`src/rtl/apu_mem_arbiter.sv`:
```
`default_nettype none
// ============================================================================
// Module   : apu_mem_arbiter
// Purpose  : Round-robin arbiter that shares one memory port (BRAM/RAM)
//            between NUM_APUS APU cores. Each APU keeps its native
//            fetch/load/store handshake. Only one transaction is in flight at
//            a time. Every transaction runs IDLE -> ISSUE -> GAP -> IDLE.
// Ports    : clk, rst (async, active-low)
//            apu_* in : address/dataOut/readEnable/writeEnable/readRAM per APU
//            apu_* out: dataIn (broadcast), dataReady / writeAcknowledge
//                       (one-hot, one cycle per transaction)
//            mem_* out: registered address/dataOut/readRAM, read/write strobe
//            mem_* in : dataIn, dataReady, writeAcknowledge
//            timeout_err (only when APU_ARB_TIMEOUT_EN is defined)
// Options  : `define APU_ARB_TIMEOUT_EN adds a watchdog that completes an
//            ISSUE phase itself after TIMEOUT_CYCLES cycles.
// Revision : 1.0 - initial release
// ============================================================================
module apu_mem_arbiter #(
    parameter int NUM_APUS       = 4,
    parameter int TIMEOUT_CYCLES = 255
) (
    input  logic                   clk,
    input  logic                   rst,
    input  logic [NUM_APUS*32-1:0] apu_address,
    input  logic [NUM_APUS*16-1:0] apu_dataOut,
    input  logic [NUM_APUS-1:0]    apu_readEnable,
    input  logic [NUM_APUS-1:0]    apu_writeEnable,
    input  logic [NUM_APUS-1:0]    apu_readRAM,
    output logic [15:0]            apu_dataIn,
    output logic [NUM_APUS-1:0]    apu_dataReady,
    output logic [NUM_APUS-1:0]    apu_writeAcknowledge,
    output logic [31:0]            mem_address,
    output logic [15:0]            mem_dataOut,
    output logic                   mem_readEnable,
    output logic                   mem_writeEnable,
    output logic                   mem_readRAM,
`ifdef APU_ARB_TIMEOUT_EN
    output logic                   timeout_err,
`endif
    input  logic [15:0]            mem_dataIn,
    input  logic                   mem_dataReady,
    input  logic                   mem_writeAcknowledge
);

    localparam int                 IDX_W      = $clog2(NUM_APUS);
    localparam logic [IDX_W:0]     c_NUM_APUS = (IDX_W+1)'(NUM_APUS);
    localparam logic [IDX_W-1:0]   c_LAST_APU = IDX_W'(NUM_APUS-1);

    typedef enum logic [1:0] {
        S_IDLE  = 2'd0,
        S_ISSUE = 2'd1,
        S_GAP   = 2'd2
    } state_t;

    state_t                r_state;
    state_t                w_nextState;
    logic [IDX_W-1:0]      r_rrPtr;
    logic [IDX_W-1:0]      r_grant;
    logic                  r_isWrite;
    logic [NUM_APUS-1:0]   w_req;
    logic                  w_anyReq;
    logic [IDX_W-1:0]      w_sel;
    logic [IDX_W:0]        w_idx;
    logic [31:0]           w_selAddr;
    logic [15:0]           w_selData;
    logic                  w_selWrite;
    logic                  w_selReadRAM;
    logic [NUM_APUS-1:0]   w_grantOneHot;
    logic                  w_memDone;
    logic                  w_timeout;
    logic                  w_done;

    assign w_req = apu_readEnable | apu_writeEnable;

    // First requester at or after the round-robin pointer. The index is kept
    // one bit wider so the modulo wrap works for non-power-of-two counts.
    always_comb begin
        w_anyReq = 1'b0;
        w_sel    = r_rrPtr;
        w_idx    = '0;
        for (int k = 0; k < NUM_APUS; k++) begin
            w_idx = {1'b0, r_rrPtr} + (IDX_W+1)'(k);
            if (w_idx >= c_NUM_APUS) begin
                w_idx = w_idx - c_NUM_APUS;
            end
            if (!w_anyReq && w_req[w_idx[IDX_W-1:0]]) begin
                w_anyReq = 1'b1;
                w_sel    = w_idx[IDX_W-1:0];
            end
        end
    end

    // Request fields of the selected APU; a raised writeEnable wins over read.
    always_comb begin
        w_selAddr    = '0;
        w_selData    = '0;
        w_selWrite   = 1'b0;
        w_selReadRAM = 1'b0;
        for (int i = 0; i < NUM_APUS; i++) begin
            if (w_sel == IDX_W'(i)) begin
                w_selAddr    = apu_address[i*32 +: 32];
                w_selData    = apu_dataOut[i*16 +: 16];
                w_selWrite   = apu_writeEnable[i];
                w_selReadRAM = apu_readRAM[i];
            end
        end
    end

    assign w_grantOneHot = NUM_APUS'(1) << r_grant;

    // Only the completion strobe matching the operation in flight counts.
    assign w_memDone = r_isWrite ? mem_writeAcknowledge : mem_dataReady;

`ifdef APU_ARB_TIMEOUT_EN
    localparam int CNT_W = ($clog2(TIMEOUT_CYCLES + 1) > 8) ? $clog2(TIMEOUT_CYCLES + 1) : 8;
    localparam logic [CNT_W-1:0] c_TIMEOUT_LAST = CNT_W'(TIMEOUT_CYCLES - 1);

    logic [CNT_W-1:0] r_issueCnt;

    // Held at zero outside ISSUE, so it reads 0 in the first ISSUE cycle and
    // the abort fires in the TIMEOUT_CYCLES-th ISSUE cycle.
    always_ff @(posedge clk or negedge rst) begin
        if (!rst) begin
            r_issueCnt <= '0;
        end else if (r_state != S_ISSUE) begin
            r_issueCnt <= '0;
        end else begin
            r_issueCnt <= r_issueCnt + CNT_W'(1);
        end
    end

    assign w_timeout   = (r_state == S_ISSUE) && !w_memDone && (r_issueCnt == c_TIMEOUT_LAST);
    assign timeout_err = w_timeout;
`else
    assign w_timeout = 1'b0;
`endif

    assign w_done = (r_state == S_ISSUE) && (w_memDone || w_timeout);

    always_ff @(posedge clk or negedge rst) begin
        if (!rst) begin
            r_state <= S_IDLE;
        end else begin
            r_state <= w_nextState;
        end
    end

    always_comb begin
        w_nextState          = r_state;
        apu_dataIn           = '0;
        apu_dataReady        = '0;
        apu_writeAcknowledge = '0;
        case (r_state)
            S_IDLE: begin
                if (w_anyReq) begin
                    w_nextState = S_ISSUE;
                end
            end
            S_ISSUE: begin
                apu_dataIn = w_timeout ? 16'h0000 : mem_dataIn;
                if (w_done) begin
                    w_nextState = S_GAP;
                    if (r_isWrite) begin
                        apu_writeAcknowledge = w_grantOneHot;
                    end else begin
                        apu_dataReady = w_grantOneHot;
                    end
                end
            end
            S_GAP: begin
                w_nextState = S_IDLE;
            end
            default: begin
                w_nextState = S_IDLE;
            end
        endcase
    end

    // Grant capture and memory-port registers. The granted APU is sampled
    // only at the grant edge; later changes on its inputs are ignored.
    always_ff @(posedge clk or negedge rst) begin
        if (!rst) begin
            r_rrPtr         <= '0;
            r_grant         <= '0;
            r_isWrite       <= 1'b0;
            mem_address     <= '0;
            mem_dataOut     <= '0;
            mem_readRAM     <= 1'b0;
            mem_readEnable  <= 1'b0;
            mem_writeEnable <= 1'b0;
        end else begin
            case (r_state)
                S_IDLE: begin
                    if (w_anyReq) begin
                        r_grant         <= w_sel;
                        r_isWrite       <= w_selWrite;
                        mem_address     <= w_selAddr;
                        mem_dataOut     <= w_selData;
                        mem_readRAM     <= w_selReadRAM;
                        mem_writeEnable <= w_selWrite;
                        mem_readEnable  <= !w_selWrite;
                    end
                end
                S_ISSUE: begin
                    if (w_done) begin
                        mem_readEnable  <= 1'b0;
                        mem_writeEnable <= 1'b0;
                        r_rrPtr         <= (r_grant == c_LAST_APU) ? '0 : r_grant + IDX_W'(1);
                    end
                end
                default: begin
                end
            endcase
        end
    end

endmodule
`default_nettype wire

```
`config.mk`:
```
export PLATFORM = sky130hd
export DESIGN_NAME = apu_mem_arbiter
export DESIGN_NICKNAME = d
export VERILOG_FILES = /design/src/rtl/apu_mem_arbiter.sv
export SDC_FILE = /design/constraint.sdc
export NUM_CORES = 1
export LEC_CHECK = 0
export ABC_AREA = 1
export BUFFER_PORTS_ARGS = -buffer_cell sky130_fd_sc_hd__buf_2
export CORE_AREA = 2 2 116 118
export CTS_CLUSTER_DIAMETER = 200
export DETAILED_ROUTE_END_ITERATION = 8
export DIE_AREA = 0 0 118 120
export MAX_ROUTING_LAYER = met4
export PLACE_DENSITY = 0.69
export REMOVE_ABC_BUFFERS = 1
export SLEW_MARGIN = 20
export SYNTH_ARGS = -nofsm -noshare
export SYNTH_HDL_FRONTEND = slang
export SYNTH_SLANG_ARGS = --single-unit
```
`constraint.sdc`:
```
create_clock -name clk -period 3.2 [get_ports clk]
set_input_delay 0.8 -clock clk [delete_from_list [all_inputs] [get_ports clk]]
set_output_delay 0.8 -clock clk [all_outputs]
set_load 0.01 [all_outputs]
```
# ---- Yosys cells after proc, flatten, opt, wreduce, memory -nomap -nowiden
# Index checks and enable logic that the tools add are counted.
dict set report op_classes {
  addsub 8
  muxes 53
  order_cmp 8
  n_shift 1
  n_reduce_logical 15
  bitwise_logic 1
  eq_ne 7
}
# op count
set ops {}
lappend ops {{two-way mux 32 bit} 4}
lappend ops {{two-way mux 16 bit} 5}
lappend ops {{two-way mux 4 bit} 6}
lappend ops {{two-way mux 2 bit} 11}
lappend ops {{two-way mux 1 bit} 20}
lappend ops {{< comparator 2 x 3 -> 1 bit, second input constant} 4}
lappend ops {{>= comparator 3 bit, second input constant} 3}
lappend ops {{binary-select mux 1 bit (select 2 bit)} 4}
lappend ops {{subtractor 2 x 1 -> 2 bit, second input constant} 4}
lappend ops {{adder 2 x 2 -> 3 bit, second input constant} 2}
lappend ops {{== test 2 bit, second input constant} 3}
lappend ops {{AND reduction 2 bit} 3}
lappend ops {{== test 2 x 1 -> 1 bit, second input constant} 2}
lappend ops {{logical AND 1 bit} 4}
lappend ops {{logical NOT 1 bit} 4}
lappend ops {{logical NOT 2 bit} 2}
lappend ops {{!= test 2 bit, second input constant} 2}
lappend ops {{OR 4 bit} 1}
lappend ops {{case mux 1 bit (2 select lines)} 2}
lappend ops {{case mux 2 bit (2 select lines)} 1}
lappend ops {{left shift 1 x 2 -> 4 bit, first input constant} 1}
lappend ops {{adder 2 x 1 -> 3 bit, second input constant} 1}
lappend ops {{>= comparator 2 x 3 -> 1 bit, second input constant} 1}
lappend ops {{AND reduction 3 bit} 1}
lappend ops {{2 further kinds} 2}
dict set report totals {
  output_inout_bits 75
  ff_bits 58
  word_cells 102
  input_bits 224
}

# ---- Depth between registers and ports, before layout
# Gate-level depths: netlist of run 1.
dict set report logic_depth {
  depth_word 22
  ltp_mapped 20
  ltp_nobuf 17
}

# ---- Least setup slack after synthesis of run 1
# No wires, ideal clock.
dict set report synth_path {
  path_kind {in2reg}
  start {in apu_writeEnable[2]}
  end {reg mem_address[0]}
  n_path_buf 2
  setup_ps 116
  arrival_ps 2315
  setup_slack_ps 769
  required_ps 3084
  path_stages 14
  cell_sequence {nor2_1 > nand2_1 > nand2_1 > inv_2 > o21ai_4 > nand3_2 > nand2_1 > nand2_4 > buf_4 > clkbuf_1 > o21ai_0 > nand3_1 > nand2_1 > nand2_1}
}
dict set report synth_via {
  elab_chain_len 18
  word_cells_on_any_way 32
  classes_between {eq/ne (3); mux (20); bitwise (1); reduce/logical (8)}
}
# item line
set synth_rtl {}
lappend synth_rtl {{from (decl)} 28} ;# input logic [NUM_APUS-1:0] apu_writeEnable,
lappend synth_rtl {{OR 4 bit *} 74} ;# assign w_req = apu_readEnable | apu_writeEnable;
lappend synth_rtl {{binary-select mux 1 bit (select 2 bit)} 87} ;# if (!w_anyReq && w_req[w_idx[IDX_W-1:0]]) begin
lappend synth_rtl {{two-way mux 1 bit (implied by the code)} 87}
lappend synth_rtl {{two-way mux 1 bit} 87}
lappend synth_rtl {{logical NOT 1 bit} 87}
lappend synth_rtl {{logical AND 1 bit} 87}
lappend synth_rtl {{two-way mux 1 bit} 87}
lappend synth_rtl {{logical NOT 1 bit} 87}
lappend synth_rtl {{logical AND 1 bit} 87}
lappend synth_rtl {{two-way mux 1 bit} 87}
lappend synth_rtl {{logical NOT 1 bit} 87}
lappend synth_rtl {{logical AND 1 bit} 87}
lappend synth_rtl {{two-way mux 2 bit} 87}
lappend synth_rtl {{logical NOT 2 bit} 101} ;# if (w_sel == IDX_W'(i)) begin
lappend synth_rtl {{two-way mux 32 bit (4 in series)} 101}
lappend synth_rtl {{to (signal assigned)} 198} ;# mem_address <= w_selAddr;
lappend synth_rtl {{to (decl)} 33} ;# output logic [31:0] mem_address,
# Mark *: on every way between the ends. The rest lies on a longest branch, timed or not. The select of a mux whose other input is x is not followed.
# A chain may end at the register's enable or synchronous reset.

# ---- Final worst setup path of run 1
dict set report layout_path {
  start {in apu_writeEnable[2]}
  end {reg mem_address[22]}
}
# Same word-level chain as after synthesis.

==> results of run 1 <==
[kinds of logic after synthesis]
group           count (synthesis)
compound gates                 94
fa+ha+maj                       4
buf+inv                       136
flops                          58
simple gates                  418
[registers in the layout, indices dropped and copies added, names as in the netlist]
register	flops
r_rrPtr	2
r_state	2
r_grant	2
mem_readEnable	1
mem_dataOut	16
mem_writeEnable	1
mem_address	32
mem_readRAM	1
r_isWrite	1
[layer usage]
metal	vias to the layer above	share of wire [%]	GRT usage (%)	routed length (µm)
met1	2457	41	27.5	6700
met2	218	48	39.5	7830
met4	0	3.5	9.79	561
met5	-	0	-	0
met3	43	6.5	4.85	1060
li1	2822	-	-	-
[critical path, cell delays in order]
cell and delay [ns]:
buf_2 0.10, nor2_1 0.15, nand2_1 0.10, nand2_1 0.11, inv_2 0.05, o21ai_4 0.20
inv_2 0.06, nand2_1 0.06, nand2_1 0.06, nand2_1 0.10, nand2_4 0.06, nand2_2 0.28
nand2_8 0.24, buf_12 0.24, o21ai_1 0.12, inv_1 0.05, nand2_1 0.06, nand2_1 0.05
[cells in the final DEF (no fill, tap or decap), types with 3 or more instances in the layout]
master,Yosys,routed
buf_2,10,298
nand2_1,262,262
inv_1,86,85
nand3_1,66,66
dfrtp_1,58,58
o21ai_0,45,45
o21ai_1,45,45
nand4_1,39,39
nor2_1,22,22
buf_4,1,11
clkbuf_16,0,9
nor3_1,8,8
or2_2,5,5
nand2_2,4,4
ha_1,4,4
clkbuf_1,22,4
buf_12,0,4
inv_2,3,3
nand3_2,3,3
nand2_4,3,3
[how the worst max path moves through the flow]
stage / from / end / slack, ns / cells after the start
after CTS: apu_writeEnable[3] / mem_address[6]$_DFFE_PN0P_ / 0.52 / 18
after global placement: apu_writeEnable[3] / r_isWrite$_DFFE_PN0P_ / 0.25 / 18
after floorplan: apu_writeEnable[2] / r_isWrite$_DFFE_PN0P_ / -0.62 / 12
after detailed placement: apu_writeEnable[3] / mem_address[26]$_DFFE_PN0P_ / 0.20 / 18
final: apu_writeEnable[2] / mem_address[22]$_DFFE_PN0P_ / 0.50 / 18
after global routing: apu_writeEnable[3] / mem_address[10]$_DFFE_PN0P_ / 0.20 / 18
[cell usage after synthesis, drive strengths merged]
library cell,n
nand3,69
buf,22
a21oi,2
clkbuf,23
nor3,8
nand4,40
ha,4
nand3b,1
o21ai,92
nand2,270
dfrtp,58
clkinv,1
or2,5
nor2,25
inv,90
[cell type report]
type	count	area (µm²)	share of cell area, %
clock inverter	2	60.1	0.937
antenna	1	2.50	0.0391
inverter	91	344	5.37
tap	176	220	3.44
sequential	58	1450	22.7
clock buffer	14	254	3.96
multi-input combinational	516	2420	37.8
timing repair buffer	313	1650	25.8
[stage by stage]
step / cell area, µm² / hold WS [ns] / setup TNS (ns) / worst slack, ns
global placement: 6090 / 0.458 / 0 / 0.250
global route: 6410 / 0.284 / 0 / 0.203
finish: 6410 / 0.295 / 0 / 0.501
floorplan: 4210 / 0.504 / -29.55 / -0.624
detailed placement: 6090 / 0.460 / 0 / 0.198
CTS: 6400 / 0.278 / 0 / 0.516
[power by group through the flow]
stage	logic [mW]	registers, mW	clock network [mW]
floorplan	3.45	1.49	0
global placement	5.54	1.35	0
detailed placement	5.59	1.36	0
CTS	5.62	1.36	1.06
global route	6.35	1.41	1.10
finish	5.57	1.36	1.03
==> flow_metrics.env, run 1 <==
export IMPL_p_int_mw=3.76
export IMPL_io_buffers=298
export IMPL_syn_area_per_cell_um2=6.31
export IMPL_row_count=42
export IMPL_powerDensity_nw_per_um2=1240
export IMPL_grt_ovfl_total=0
export IMPL_yosysTopAreaCell="dfrtp_1"
export IMPL_fmax_mhz=370
export IMPL_min_period_over_period_pct=84.3
export IMPL_die_y_um=120
export IMPL_io_pins=299
export IMPL_synth_area_leaders="dfrtp_1 (32%), nand2_1 (22%), nand3_1 (7.4%)"
export IMPL_wl_per_cell_um=13.8
export IMPL_drtAntennaViolNets=0
export IMPL_clk_path_buf_depth=2
export IMPL_setup_viol=0
export IMPL_reg2reg_to="mem_address[22]$_DFFE_PN0P_"
export IMPL_wl_mm=16.2
export IMPL_grt_pass1_vias=5422
export IMPL_ys_ff_latch=58
export IMPL_synth_top_family_by_area="simple AND/OR/NAND/NOR gates"
export IMPL_core_area_um2=13000
export IMPL_grt_max_degree=54
export IMPL_vias=5540
export IMPL_synth_top_area_share_pct=32.4
export IMPL_crit_path_start_kind="input port"
export IMPL_sequentialPowerShare_pct=17.1
export IMPL_fin_skew_ns=0.00714
export IMPL_synthToLayoutAreaGrowth_pct=43.1
export IMPL_die_w_um=118
export IMPL_final_cells=1171
export IMPL_switching_power_mw=4.20
export IMPL_grt_pass1_wl_mm=26.0
export IMPL_cp_data_arrival_time_ns=2.92
export IMPL_cap_violations=0
export IMPL_rsz0062_at_grt="no"
export IMPL_combPwrFrac_pct=69.9
export IMPL_ys_seq_area_share_pct=32.4
export IMPL_post_cts_setup_buffer_count=0
export IMPL_fillers=1392
export IMPL_timing_final_crit_period_ns=2.70
export IMPL_slew_headroom_pct=61.8
export IMPL_netlist_area_um2=4480
export IMPL_worst_r2r_setup_slack_ns=0.52
export IMPL_grt_total_usage_pct=23.5
export IMPL_syn_inst=710
export IMPL_synth_compound_area_share_pct=10.8
export IMPL_synthDistinctLibCells=31
export IMPL_power_static_leakage_nw=3.87
export IMPL_antenna_found_initial=1
export IMPL_peakVddDrop_v=0.000598
export IMPL_hold_violations=0
export IMPL_dr_first_iter_drc_count=277
export IMPL_r2r_cells=18
export IMPL_cts_sinks=58
export IMPL_outcome="completed"
export IMPL_postCtsHoldBufs=0
export IMPL_start_util_pct=34.5
export IMPL_pwr_share_clk_pct=13.0
export IMPL_worst_pin_slew_ns=0.573
export IMPL_drc=0
export IMPL_viasPerCell=4.73
export IMPL_layout_nets=1217
export IMPL_cts_root_buf="clkbuf_16"
export IMPL_path_class="input port to register"
export IMPL_cts_htree_levels=3
export IMPL_cts_resized_gates=0
export IMPL_drt_pass1_iter_count=4
export IMPL_die_area_um2=14200
export IMPL_cts_tree="done"
export IMPL_cts_buffers=9
export IMPL_drive_above_1_share_pct=35.3
export IMPL_yosys_warnings=0
export IMPL_end_kind="register"
export IMPL_power_mw=7.96
export IMPL_clk_pin_slew_worst_paths_ns=0.06
export IMPL_dpl_cell_count=1154
export IMPL_hpwlAfterDp_mm=12.0
export IMPL_crit_fanout=33
export IMPL_crit_required_ns=3.42
export IMPL_r2r_start="r_rrPtr[0]$_DFFE_PN0P_"
export IMPL_min_path_type="input port to asynchronous set/reset pin"
export IMPL_insertion_delay_ns=0.33
export IMPL_yosys_mux_area_fraction_pct=0
export IMPL_synthXorXnorAreaFrac_pct=0
export IMPL_maxSlewViolCount=0
export IMPL_synth_adder_area_share_pct=1.12
export IMPL_p_sw_share_pct=52.7
export IMPL_fin_util_pct=49.4
export IMPL_place_congestion=0.880
export IMPL_yosys_area_share_simple_pct=41.9
(Power assumes the default switching activity.)
==> run 2: changes to the inputs <==
- ABC_AREA: 1 -> 0
- CORE_AREA: 2 2 116 118 -> 2 2 117 119
- DIE_AREA: 0 0 118 120 -> 0 0 119 121
- PLACE_DENSITY: 0.69 -> 0.66
- clock period: 3.2 -> 2.5 ns (I/O delays scaled with it)
==> flow_metrics.env, run 2 <==
export IMPL_ys_seq_area_share_pct=33.5
export IMPL_reg2reg_to="mem_address[17]$_DFFE_PN0P_"
export IMPL_fin_util_pct=48.7
export IMPL_hpwlAfterDp_mm=11.5
export IMPL_clk_path_buf_depth=2
export IMPL_drc=0
export IMPL_dr_first_iter_drc_count=208
export IMPL_fmax_mhz=432
export IMPL_core_area_um2=13100
export IMPL_syn_area_per_cell_um2=9.81
export IMPL_critical_path_endpoint="apu_writeAcknowledge[2]"
export IMPL_start_util_pct=33.1
export IMPL_peakVddDrop_v=0.000638
export IMPL_hold_violations=0
export IMPL_yosysMostFrequentCell="dfrtp_1"
export IMPL_critPathLaunch="r_isWrite$_DFFE_PN0P_"
export IMPL_largest_reg_flops=32
export IMPL_grt_total_usage_pct=21.2
export IMPL_dp_slack_ns=0.0431
export IMPL_fin_ws_ns=0.186
export IMPL_vias=4674
export IMPL_place_congestion=0.859
export IMPL_power_mw=8.02
export IMPL_ys_top_cells_by_count="dfrtp_1 (58), nor3_1 (51), o22ai_1 (51)"
export IMPL_drive_above_1_share_pct=54.5
export IMPL_crit_path_start_kind="register"
export IMPL_largest_register="mem_address"
export IMPL_die_area_um2=14400
export IMPL_pwr_share_clk_pct=15.1
export IMPL_synth_top_area_share_pct=33.5
export IMPL_cts_htree_levels=3
export IMPL_wl_mm=15.2
export IMPL_drt_pass1_iter_count=4
export IMPL_p_int_mw=4.48
export IMPL_clk_pin_slew_worst_paths_ns=0.05
export IMPL_mostFrequentLayoutCells="buf_2 (298), dfrtp_1 (57), nor3_1 (51), o22ai_1 (51)"
export IMPL_p_sw_share_pct=44.1
export IMPL_cap_violations=0
export IMPL_worst_pin_slew_ns=0.565
export IMPL_cts_buffers=9
export IMPL_dpl_cell_area_um2=6080
export IMPL_async_reset_ff_share_pct=100
export IMPL_layout_nets=955
export IMPL_ys_ff_latch=58
export IMPL_yosys_warnings=0
export IMPL_path_class="register to output pin"
export IMPL_power_static_leakage_nw=2.95
export IMPL_worst_r2r_setup_slack_ns=0.36
export IMPL_synthToLayoutAreaGrowth_pct=47.1
export IMPL_sequentialPowerShare_pct=22.1
export IMPL_crit_required_ns=1.88
export IMPL_drtAntennaViolNets=0
export IMPL_cts_resized_gates=0
export IMPL_slew_headroom_pct=62.4
export IMPL_post_cts_setup_buffer_count=0
export IMPL_end_kind="output pin"
export IMPL_crit_fanout=7
export IMPL_synth_area_leaders="dfrtp_1 (33%), a211oi_2 (14%), mux2i_1 (11%)"
export IMPL_maxSlewViolCount=0
export IMPL_viasPerCell=5.16
export IMPL_rsz0062_at_grt="no"
export IMPL_die_w_um=119
export IMPL_outcome="completed"
export IMPL_r2r_cells=7
export IMPL_yosysTopAreaCell="dfrtp_1"
export IMPL_timing_final_crit_period_ns=2.31
export IMPL_grt_ovfl_total=0
export IMPL_cts_root_buf="clkbuf_16"
export IMPL_reg_top3="mem_address (32), mem_dataOut (16)"
export IMPL_powerDensity_nw_per_um2=1260
export IMPL_fin_skew_ns=0.00845
export IMPL_netlist_area_um2=4340
export IMPL_synth_edf_count=0
export IMPL_setup_viol=0
export IMPL_min_path_type="input port to asynchronous set/reset pin"
export IMPL_combPwrFrac_pct=62.8
export IMPL_synthDistinctLibCells=47
export IMPL_grt_pass1_wl_mm=24.0
export IMPL_io_pins=299
export IMPL_grt_max_degree=55
export IMPL_antenna_found_initial=0
export IMPL_cp_data_arrival_time_ns=1.69
export IMPL_syn_inst=442
export IMPL_cts_tree="done"
export IMPL_postCtsHoldBufs=0
export IMPL_fin_area_um2=6380
export IMPL_ys_flop_type="dfrtp_1"
export IMPL_insertion_delay_ns=0.32
export IMPL_final_common_cell="buf_2"
export IMPL_cts_sinks=58
export IMPL_wl_per_cell_um=16.7
export IMPL_n_antenna_cell=0
export IMPL_min_period_over_period_pct=92.6
export IMPL_r2r_start="r_rrPtr[0]$_DFFE_PN0P_"
export IMPL_grt_pass1_vias=4911
export IMPL_switching_power_mw=3.54
export IMPL_die_y_um=121
export IMPL_row_count=42
export IMPL_io_buffers=298
==> run 2: cell types whose count changed after synthesis, moves of 51 or more <==
cell | before | now
nand3_1 | 66 | 0
o22ai_1 | 0 | 51
nand2_1 | 262 | 5
inv_1 | 86 | 6
==> run 2: cell type report <==
cell class	count	area, µm²
Fill cell	1270	6710
Inverter	6	22.5
Tap cell	176	220
Clock buffer	11	253
Timing Repair Buffer	315	1720
Clock inverter	3	40.0
Sequential cell	58	1450
Multi-Input combinational cell	337	2670
==> run 2: layer usage <==
metal	routed length (µm)	share of wire, %	track usage, %
met5	0	0	-
met4	279	1.8	7.59
met3	875	5.8	3.52
met2	8060	53	38.5
met1	5950	39	23.6
==> run 2: worst min-delay path by stage <==
stage,start,end,cells past startpoint
2_1_floorplan,rst,mem_address[0]$_DFFE_PN0P_,0
3_3_place_gp,r_grant[0]$_DFFE_PN0P_,r_rrPtr[0]$_DFFE_PN0P_,1
3_5_place_dp,r_grant[0]$_DFFE_PN0P_,r_rrPtr[0]$_DFFE_PN0P_,1
4_1_cts,rst,mem_address[19]$_DFFE_PN0P_,1
5_1_grt,rst,mem_address[19]$_DFFE_PN0P_,1
6_report,rst,mem_address[24]$_DFFE_PN0P_,1
==> run 2: cell families after synthesis <==
group | share of synthesized area [%]
adder cells (fa/ha/maj) | 1.39
buffers and inverters | 6.09
AO/OA/AOI/OAI | 28.2
AND/OR/NAND/NOR | 19.3
flip-flops | 33.5
multiplexers | 11.6
==> run 2: worst max-delay path, stage by stage (launching register included) <==
cell and delay, ns:
dfrtp_2 0.42, mux2_2 0.37, nand2_2 0.13, inv_1 0.12, and3_1 0.20, buf_2 0.14
==> run 2: metrics by stage <==
step | hold slack (ns) | TNS (ns) | instances
2_1_floorplan | 0.329 | -264.62 | 401
3_3_place_gp | 0.509 | 0 | 892
3_5_place_dp | 0.515 | 0 | 892
4_1_cts | 0.237 | 0 | 906
5_1_grt | 0.268 | 0 | 906
6_report | 0.235 | 0 | 906
==> run 2: power by group through the flow <==
stage | Clock, mW | Combinational, mW | Sequential (mW)
3_5_place_dp | 0 | 5.08 | 1.77
4_1_cts | 1.25 | 5.07 | 1.77
2_1_floorplan | 0 | 2.76 | 1.90
5_1_grt | 1.29 | 5.45 | 1.82
6_report | 1.21 | 5.03 | 1.77
3_3_place_gp | 0 | 4.96 | 1.77
==> run 3: changes to the inputs <==
- CTS_CLUSTER_DIAMETER: 200 -> 100
- RECOVER_POWER: default -> 100
==> flow_metrics.env, run 3 (synthesized netlist as in run 2, its figures left out) <==
export IMPL_outcome="completed"
export IMPL_whs_ns=0.451
export IMPL_path_class="register to output pin"
export IMPL_powerDensity_nw_per_um2=1240
export IMPL_dr_first_iter_drc_count=215
export IMPL_clk_path_buf_depth=2
export IMPL_r2r_cells=7
export IMPL_cap_violations=0
export IMPL_worst_pin_slew_ns=0.998
export IMPL_slew_headroom_pct=33.4
export IMPL_grt_pass1_wl_mm=24.0
export IMPL_antenna_found_initial=0
export IMPL_place_congestion=0.859
export IMPL_crit_path_start_kind="register"
export IMPL_wl_mm=15.3
export IMPL_maxSlewViolCount=0
export IMPL_cts_root_buf="clkbuf_16"
export IMPL_layout_nets=955
export IMPL_rsz0062_at_grt="no"
export IMPL_crit_family="flip-flops"
export IMPL_core_area_um2=13100
export IMPL_min_period_over_period_pct=93.4
export IMPL_synthToLayoutAreaGrowth_pct=39.6
export IMPL_fin_area_um2=6050
export IMPL_timing_final_crit_period_ns=2.33
export IMPL_viasPerCell=5.17
export IMPL_reg_top3="mem_address (32), mem_dataOut (16)"
export IMPL_drtAntennaViolNets=0
export IMPL_die_w_um=119
export IMPL_hpwlAfterDp_mm=11.5
export IMPL_hold_violations=0
export IMPL_die_area_um2=14400
export IMPL_wl_per_cell_um=16.9
export IMPL_final_common_cell="buf_2"
export IMPL_n_antenna_cell=0
export IMPL_die_y_um=121
export IMPL_power_mw=7.49
export IMPL_end_kind="output pin"
export IMPL_drt_pass1_iter_count=4
export IMPL_io_buffers=298
export IMPL_io_pins=299
export IMPL_path_buf_inv=2
export IMPL_dpl_cell_area_um2=6080
export IMPL_peakVddDrop_v=0.000633
export IMPL_setup_viol=0
export IMPL_cts_buffers=9
export IMPL_largest_reg_flops=32
export IMPL_start_util_pct=33.1
export IMPL_cp_data_arrival_time_ns=1.71
export IMPL_min_path_type="input port to asynchronous set/reset pin"
export IMPL_vias=4686
export IMPL_critPathMaxStageDelay_ns=0.45
export IMPL_cts_htree_levels=3
export IMPL_insertion_delay_ns=0.32
export IMPL_clk_pin_slew_worst_paths_ns=0.05
export IMPL_cts_sinks=58
export IMPL_cp_depth=5
export IMPL_grt_total_usage_pct=21.2
export IMPL_fmax_mhz=428
export IMPL_power_static_leakage_nw=2.69
export IMPL_grt_max_degree=55
export IMPL_fin_skew_ns=0.00847
export IMPL_drive_above_1_share_pct=38.9
export IMPL_grt_pass1_vias=4911
export IMPL_path_cells="mux2_1 -> nand2_2 -> inv_1 -> and3_1 -> clkbuf_1"
export IMPL_row_count=42
export IMPL_slowest_stage="dfrtp_2"
export IMPL_tns_ns=0
export IMPL_drc=0
export IMPL_grt_ovfl_total=0
export IMPL_mostFrequentLayoutCells="buf_2 (225), clkbuf_1 (72), dfrtp_1 (57)"
export IMPL_crit_fanout=7
export IMPL_crit_required_ns=1.88
export IMPL_largest_register="mem_address"
export IMPL_cts_tree="done"
==> run 3: final cells by class <==
cell class              instances  area, µm²
inverters                       6       22.5
fillers                      1348       7030
multi-input cells             337       2460
clock buffers                  11        253
repair buffers                315       1600
clock inverters                 3       40.0
well taps                     176        220
flip-flops and latches         58       1450
==> run 3: worst paths after layout <==
check,slack [ns],to,from
setup / recovery,0.17,apu_writeAcknowledge[2],r_isWrite$_DFFE_PN0P_
hold / removal,0.45,mem_address[24]$_DFFE_PN0P_,rst
setup reg to reg,0.30,mem_dataOut[9]$_DFFE_PN0P_,r_rrPtr[0]$_DFFE_PN0P_
hold reg to reg,0.52,r_rrPtr[0]$_DFFE_PN0P_,r_grant[0]$_DFFE_PN0P_
max in group asynchronous,0.89,r_isWrite$_DFFE_PN0P_,rst
min in group clk,0.52,r_rrPtr[0]$_DFFE_PN0P_,r_grant[0]$_DFFE_PN0P_
==> run 3: repair_timing <==
| item | CTS | global route |
|---|---|---|
| buffers inserted | 0 | 0 |
| hold buffers | 0 | 0 |
| resized for setup | 0 | 2 |
| setup endpoints to repair | 0 | 5 |
==> run 3: metrics by stage <==
step	worst slack (ns)	instances	utilization, %
2_1_floorplan	-5.04	401	-
3_3_place_gp	0.106	892	46.5
3_5_place_dp	0.0431	892	46.5
4_1_cts	0.00982	906	48.7
5_1_grt	0.0654	906	46.3
6_report	0.166	906	46.3
==> run 3: metal layers <==
metal | up-vias | track usage [%] | part of all wire, %
met1 | 2213 | 23.6 | 40
met2 | 196 | 38.5 | 53
met5 | - | - | 0
li1 | 2252 | - | -
met4 | 0 | 7.59 | 1.8
met3 | 25 | 3.52 | 5.8
==> run 3: power breakdown <==
group,internal [mW],switching (mW)
Clock,0.809,0.403
Sequential,1.44,0.348
Combinational,1.85,2.64
Total,4.10,3.39
